==> config.mk <==
export PLATFORM = sky130hd
export DESIGN_NAME = snake_move_module
export DESIGN_NICKNAME = d
export VERILOG_FILES = /design/src/rtl/snake_move_module.sv
export SDC_FILE = /design/constraint.sdc
export NUM_CORES = 1
export LEC_CHECK = 0
export BUFFER_PORTS_ARGS = -buffer_cell sky130_fd_sc_hd__buf_4
export CAP_MARGIN = 30
export CORE_MARGIN = 10
export CORE_UTILIZATION = 55
export DETAILED_ROUTE_END_ITERATION = 8
export PLACE_DENSITY = 0.78
export SETUP_SLACK_MARGIN = 0.3
export SYNTH_ARGS = -nofsm -noshare
export SYNTH_HDL_FRONTEND = slang
export SYNTH_SLANG_ARGS = --single-unit
export TNS_END_PERCENT = 50
==> constraint.sdc <==
create_clock -name Clk_24mhz -period 17.8 [get_ports Clk_24mhz]
set_clock_uncertainty 0.15 [all_clocks]
set_input_delay 0.89 -clock Clk_24mhz [delete_from_list [all_inputs] [get_ports Clk_24mhz]]
set_output_delay 0.89 -clock Clk_24mhz [all_outputs]
set_load 0.03 [all_outputs]
==> src/rtl/snake_move_module.sv <==
// Snake motion and collision engine: segment shift register, step timing, key steering and
// registered pixel query. Define SNAKE_WRAP_EN to wrap at grid edges instead of flagging walls.
module snake_move_module #(
  parameter int unsigned GRID_W   = 40,
  parameter int unsigned GRID_H   = 30,
  parameter int unsigned MAX_LEN  = 16,
  parameter int unsigned STEP_DIV = 6000000
) (
  input  logic       Clk_24mhz,
  input  logic       Rst,
  input  logic       Key_left,
  input  logic       Key_right,
  input  logic       Key_up,
  input  logic       Key_down,
  input  logic [2:0] Game_status,
  input  logic [5:0] Apple_x,
  input  logic [4:0] Apple_y,
  input  logic [5:0] Pix_x,
  input  logic [4:0] Pix_y,
  output logic       Snake_pix,
  output logic       Head_pix,
  output logic [5:0] Head_x,
  output logic [4:0] Head_y,
  output logic [4:0] Length,
  output logic       Hit_wall_sig,
  output logic       Hit_body_sig,
  output logic       Apple_eaten,
  output logic       Step_pulse
);

  localparam logic [2:0] ST_START = 3'b001;
  localparam logic [2:0] ST_PLAY  = 3'b010;

  // Encoding chosen so that the reverse direction is dir ^ 1.
  localparam logic [1:0] DIR_UP    = 2'd0;
  localparam logic [1:0] DIR_DOWN  = 2'd1;
  localparam logic [1:0] DIR_LEFT  = 2'd2;
  localparam logic [1:0] DIR_RIGHT = 2'd3;

  localparam int unsigned CntW = (STEP_DIV > 1) ? $clog2(STEP_DIV) : 1;
  localparam logic [5:0] X0 = 6'(GRID_W / 2);
  localparam logic [4:0] Y0 = 5'(GRID_H / 2);

  logic [5:0]      seg_x_q [MAX_LEN];
  logic [5:0]      seg_x_d [MAX_LEN];
  logic [4:0]      seg_y_q [MAX_LEN];
  logic [4:0]      seg_y_d [MAX_LEN];
  logic [4:0]      len_q, len_d;
  logic [1:0]      dir_q, dir_d, pend_q, pend_d;
  logic [CntW-1:0] cnt_q, cnt_d;
  logic            wall_q, wall_d, body_q, body_d;
  logic            eaten_q, eaten_d, step_q, step_d;
  logic            spix_q, spix_d, hpix_q, hpix_d;

  logic [5:0] nx;
  logic [4:0] ny;
  logic       off_grid, wall_hit, body_hit, apple_hit, tick, key_vld;
  logic [1:0] key_dir, ref_dir;

  // Next head; off-grid values are pre-wrapped so the wrap build needs no extra logic.
  always_comb begin
    nx       = seg_x_q[0];
    ny       = seg_y_q[0];
    off_grid = 1'b0;
    case (pend_q)
      DIR_UP: begin
        if (seg_y_q[0] == '0) begin
          off_grid = 1'b1;
          ny       = 5'(GRID_H - 1);
        end else ny = seg_y_q[0] - 5'd1;
      end
      DIR_DOWN: begin
        if (seg_y_q[0] == 5'(GRID_H - 1)) begin
          off_grid = 1'b1;
          ny       = '0;
        end else ny = seg_y_q[0] + 5'd1;
      end
      DIR_LEFT: begin
        if (seg_x_q[0] == '0) begin
          off_grid = 1'b1;
          nx       = 6'(GRID_W - 1);
        end else nx = seg_x_q[0] - 6'd1;
      end
      default: begin
        if (seg_x_q[0] == 6'(GRID_W - 1)) begin
          off_grid = 1'b1;
          nx       = '0;
        end else nx = seg_x_q[0] + 6'd1;
      end
    endcase
  end

`ifdef SNAKE_WRAP_EN
  assign wall_hit = 1'b0;
`else
  assign wall_hit = off_grid;
`endif

  // Tail (index Length-1) is excluded: it vacates on the same step.
  always_comb begin
    body_hit = 1'b0;
    for (int i = 0; i < int'(MAX_LEN) - 1; i++) begin
      if ((i + 2 <= int'(len_q)) && (seg_x_q[i] == nx) && (seg_y_q[i] == ny)) body_hit = 1'b1;
    end
  end

  always_comb begin
    key_vld = Key_up | Key_down | Key_left | Key_right;
    if (Key_up)        key_dir = DIR_UP;
    else if (Key_down) key_dir = DIR_DOWN;
    else if (Key_left) key_dir = DIR_LEFT;
    else               key_dir = DIR_RIGHT;
  end

  always_comb begin
    spix_d = 1'b0;
    for (int i = 0; i < int'(MAX_LEN); i++) begin
      if ((i < int'(len_q)) && (seg_x_q[i] == Pix_x) && (seg_y_q[i] == Pix_y)) spix_d = 1'b1;
    end
    hpix_d = (seg_x_q[0] == Pix_x) && (seg_y_q[0] == Pix_y);
  end

  always_comb begin
    seg_x_d   = seg_x_q;
    seg_y_d   = seg_y_q;
    len_d     = len_q;
    dir_d     = dir_q;
    pend_d    = pend_q;
    cnt_d     = cnt_q;
    wall_d    = wall_q;
    body_d    = body_q;
    eaten_d   = 1'b0;
    step_d    = 1'b0;
    tick      = (cnt_q == CntW'(STEP_DIV - 1));
    // A key in the terminal cycle is judged against the direction about to be committed.
    ref_dir   = tick ? pend_q : dir_q;
    apple_hit = (nx == Apple_x) && (ny == Apple_y);
    if (Game_status == ST_START) begin
      seg_x_d[0] = X0;
      seg_x_d[1] = X0 - 6'd1;
      seg_x_d[2] = X0 - 6'd2;
      seg_y_d[0] = Y0;
      seg_y_d[1] = Y0;
      seg_y_d[2] = Y0;
      len_d      = 5'd3;
      dir_d      = DIR_RIGHT;
      pend_d     = DIR_RIGHT;
      cnt_d      = '0;
      wall_d     = 1'b0;
      body_d     = 1'b0;
    end else if ((Game_status == ST_PLAY) && !wall_q && !body_q) begin
      if (key_vld && (key_dir != (ref_dir ^ 2'b01))) pend_d = key_dir;
      if (tick) begin
        cnt_d  = '0;
        step_d = 1'b1;
        dir_d  = pend_q;
        if (wall_hit) begin
          wall_d = 1'b1;
        end else if (body_hit) begin
          body_d = 1'b1;
        end else begin
          for (int i = 1; i < int'(MAX_LEN); i++) begin
            seg_x_d[i] = seg_x_q[i-1];
            seg_y_d[i] = seg_y_q[i-1];
          end
          seg_x_d[0] = nx;
          seg_y_d[0] = ny;
          if (apple_hit) begin
            eaten_d = 1'b1;
            if (len_q < 5'(MAX_LEN)) len_d = len_q + 5'd1;
          end
        end
      end else begin
        cnt_d = cnt_q + CntW'(1);
      end
    end
  end

  always_ff @(posedge Clk_24mhz or posedge Rst) begin
    if (Rst) begin
      for (int i = 0; i < int'(MAX_LEN); i++) begin
        seg_x_q[i] <= '0;
        seg_y_q[i] <= '0;
      end
      seg_x_q[0] <= X0;
      seg_x_q[1] <= X0 - 6'd1;
      seg_x_q[2] <= X0 - 6'd2;
      seg_y_q[0] <= Y0;
      seg_y_q[1] <= Y0;
      seg_y_q[2] <= Y0;
      len_q      <= 5'd3;
      dir_q      <= DIR_RIGHT;
      pend_q     <= DIR_RIGHT;
      cnt_q      <= '0;
      wall_q     <= 1'b0;
      body_q     <= 1'b0;
      eaten_q    <= 1'b0;
      step_q     <= 1'b0;
      spix_q     <= 1'b0;
      hpix_q     <= 1'b0;
    end else begin
      seg_x_q    <= seg_x_d;
      seg_y_q    <= seg_y_d;
      len_q      <= len_d;
      dir_q      <= dir_d;
      pend_q     <= pend_d;
      cnt_q      <= cnt_d;
      wall_q     <= wall_d;
      body_q     <= body_d;
      eaten_q    <= eaten_d;
      step_q     <= step_d;
      spix_q     <= spix_d;
      hpix_q     <= hpix_d;
    end
  end

  assign Head_x       = seg_x_q[0];
  assign Head_y       = seg_y_q[0];
  assign Length       = len_q;
  assign Hit_wall_sig = wall_q;
  assign Hit_body_sig = body_q;
  assign Apple_eaten  = eaten_q;
  assign Step_pulse   = step_q;
  assign Snake_pix    = spix_q;
  assign Head_pix     = hpix_q;

endmodule
==> results.toml <==
[route]
wl_per_cell_um = 29.54
vias = 13001
routed_wirelength_mm = 55.89
via_per_inst = 6.872
ant_nets = 0
dr.pass1.iters = 5
route.detailed.drc = 0
drt_iter0_markers = 1867

[synthesis]
syn_avg_cell_area_um2 = 9.695
synth_cell_types = 99
syn_area_um2 = 15090
synth.area.top_cells = "dfrtp_1 (31%), xnor2_1 (12%), xor2_1 (6.6%)"
synth_top_area_cell = "dfrtp_1"
yosys_warnings = 0
syn_inst = 1557
synth-async-reset-ratio_pct = 100.0
synth-seq-cells = 214
synth_top_area_share_pct = 31.33
syn_nets = 1598
synth-edff-count = 0
yosysSeqAreaShare_pct = 35.68
synth_ff_type = "dfrtp_1"

[power_and_ir_drop]
irDropWorstVdd_v = 0.00007380
p_per_area_nw_per_um2 = 81.59
leakage_uw = 0.007081

[place]
dp_slack_ps = 11240
io_buffer_count = 52
gp_congestion = 1.070
dp_hpwl_mm = 40.43

[global_routing]
grt_first_pass_wirelength_mm = 82.83
grt_pass1_vias = 12525
antenna_found_initial = 1
overflow = 0
grt_max_degree = 102
gr-usage-all-layers_pct = 32.28

[setup_path]
worstPathArrival_ps = 7100
startpoint_type = "flip-flop"
r2r_end = "seg_y_q[62]"
path_class = "reg2reg"
r2r-start = "Head_y[0]"
r2r_slack_ps = 10970
crit_family = "buffers and inverters"
max_stage_delay_ps = 840
critPathRequiredTime_ps = 18070
cp-endpoint = "seg_y_q[62]"
path_cells = "inv_1 -> ha_1 -> xor2_1 -> o21ai_0 -> nand3_1 -> a221oi_1 -> o2111ai_1 -> nor4_1 -> a211oi_1 -> nand4_4 -> buf_4 -> buf_4 -> mux2_2"
crit_slowest_cell = "buf_4"
crit_path_frequent_cell = "buf_4"
path_buf_inv = 3
cp.depth = 13
critPathCaptureType = "flip-flop"
cp-startpoint = "Head_y[0]"
worstRegToRegCells = 13
crit_path_max_fanout = 81

[worst_hold_path]
hp-class = "in2async"

[die]
dieArea_um2 = 34470
design.core.area_um2 = 26950
boundaryPins = 53
die_h_um = 185.7
die_x_um = 185.7
num_rows = 60
initial_core_util_pct = 56.01

[final_layout]
layout_common_cells = "xnor2_1 (201), dfrtp_1 (189), xor2_1 (114)"
utilization_pct = 60.43
area_growth_pct = 7.891
antenna_cells = 0
layout.cells.most_common = "xnor2_1"
nNetsFinal = 1574
drive_gt1_share_pct = 16.51

[clocking]
cts_root_buffer = "clkbuf_16"
cts_tree = "done"
holdBufCountCts = 0
h-tree-depth = 1
cts.path.max_buffers = 3
numClockSinks = 214
cts_resized = 0
post_cts_buffers = 0
clk_latency_ps = 540
path_clk_slew_ps = 60
numCtsBuffers = 25

[run]
cap_violations = 0

[sta]
relSlewSlack_pct = 20.44
hold_viol_final = 0
fin_setup_tns_ps = 0
slew_viol_final = 0
fin_crit_sh_pct = 38.37
fin_crit_ps = 6829
setup-violations-final = 0
rsz0062_at_grt = "false"
setup_ws_ps = 10970
clock.fmax_mhz = 146.4
holdWs_ps = 321.5
worstMarginPinSlew_ps = 1185

[status]
status = "complete, no violations"
-- power by group --
part	internal [µW]	switching (µW)	leakage (µW)
combinational	96.8	194	0.00376
sequential	491	10.2	0.00290
clock	322	215	0.000422
total	909	420	0.00708
-- registers in the layout (all words and copies together) (netlist names) --
register and cells:
pend_q 2, dir_q 2, Hit_body_sig 1, Head_pix 1, Head_y 5, Step_pulse 1, Hit_wall_sig 1, Apple_eaten 1
Snake_pix 1, cnt_q 23, Length 5, seg_y_q 75, seg_x_q 90, Head_x 6
-- worst reg2reg max path: stages (launching register included) --
cell       delay, ps
dfstp_2          680
inv_1            200
ha_1             370
xor2_1           160
o21ai_0          380
nand3_1          560
a221oi_1         450
o2111ai_1        270
nor4_1           670
a211oi_1         170
nand4_4          410
buf_4            830
buf_4            940
mux2_2           460
-- stage by stage --
| step | total power [µW] | instance area, µm² | std cells |
|---|---|---|---|
| 2_1_floorplan | 697.3 | 15090 | 1557 |
| 3_5_place_dp | 787.0 | 15440 | 1847 |
| 6_report | 1329 | 16290 | 1892 |
| 3_3_place_gp | 786.3 | 15410 | 1845 |
| 5_1_grt | 1368 | 16290 | 1892 |
| 4_1_cts | 1323 | 16290 | 1892 |
-- metal layers --
metal  share of wire [%]  wire length (µm)  global-route usage (%)  vias to the layer above
met2                  42             23390                   46.16                      858
met1                  40             22620                   44.59                     6415
li1                    -                 -                       -                     5526
met3                  13              7098                   9.027                      200
met4                 4.9              2766                   13.96                        2
met5               0.021                12                       0                        -
-- layout make-up --
class                   instances  area (µm²)
repair buffers                 71       545.5
multi-input cells            1186        8944
clock buffers                  30       654.4
flip-flops and latches        214        5386
fillers                      2280       10670
inverters                      35       138.9
clock inverters                15       190.2
well taps                     341       426.7
-- Yosys cell counts, types with 11 or more instances --
cell and n:
nand2b_1 16, inv_1 34, o21ai_0 45, mux2_2 77, buf_2 27, mux2_1 57
buf_4 23, nand4_1 43, nor4_1 47, mux2i_1 17, clkbuf_1 53, a31oi_1 14
nand2_1 78, dfstp_2 25, nor3_1 39, dfrtp_1 189, a2111oi_0 11, nor2_1 89
o2111ai_1 14, nand3_1 44, a21oi_1 62, and3_1 16, xnor2_1 201, xor2_1 114
buf_1 11
-- worst min-delay path by stage --
stage,cells past startpoint,slack (ps),startpoint,endpoint
after detailed placement,1,340,cnt_q[22],cnt_q[22]
after global placement,2,340,dir_q[1],dir_q[1]
after global routing,2,380,Rst,seg_y_q[20]
final,2,320,Rst,seg_y_q[25]
after CTS,2,350,Rst,seg_x_q[43]
after floorplan,1,310,cnt_q[22],cnt_q[22]
-- cell families (layout without fill, tap and decap cells) --
kind of cell    count (synthesis)  in the layout  synth area share, %
compound gates                257            257                12.02
xor+xnor                      316            316                18.44
fa+ha+maj                      10             10               0.8289
buf+inv                       157            151                5.098
flops                         214            214                35.68
mux                           153            153                11.36
simple gates                  450            450                16.57
No activity file was read; power rests on OpenSTA's default activity.
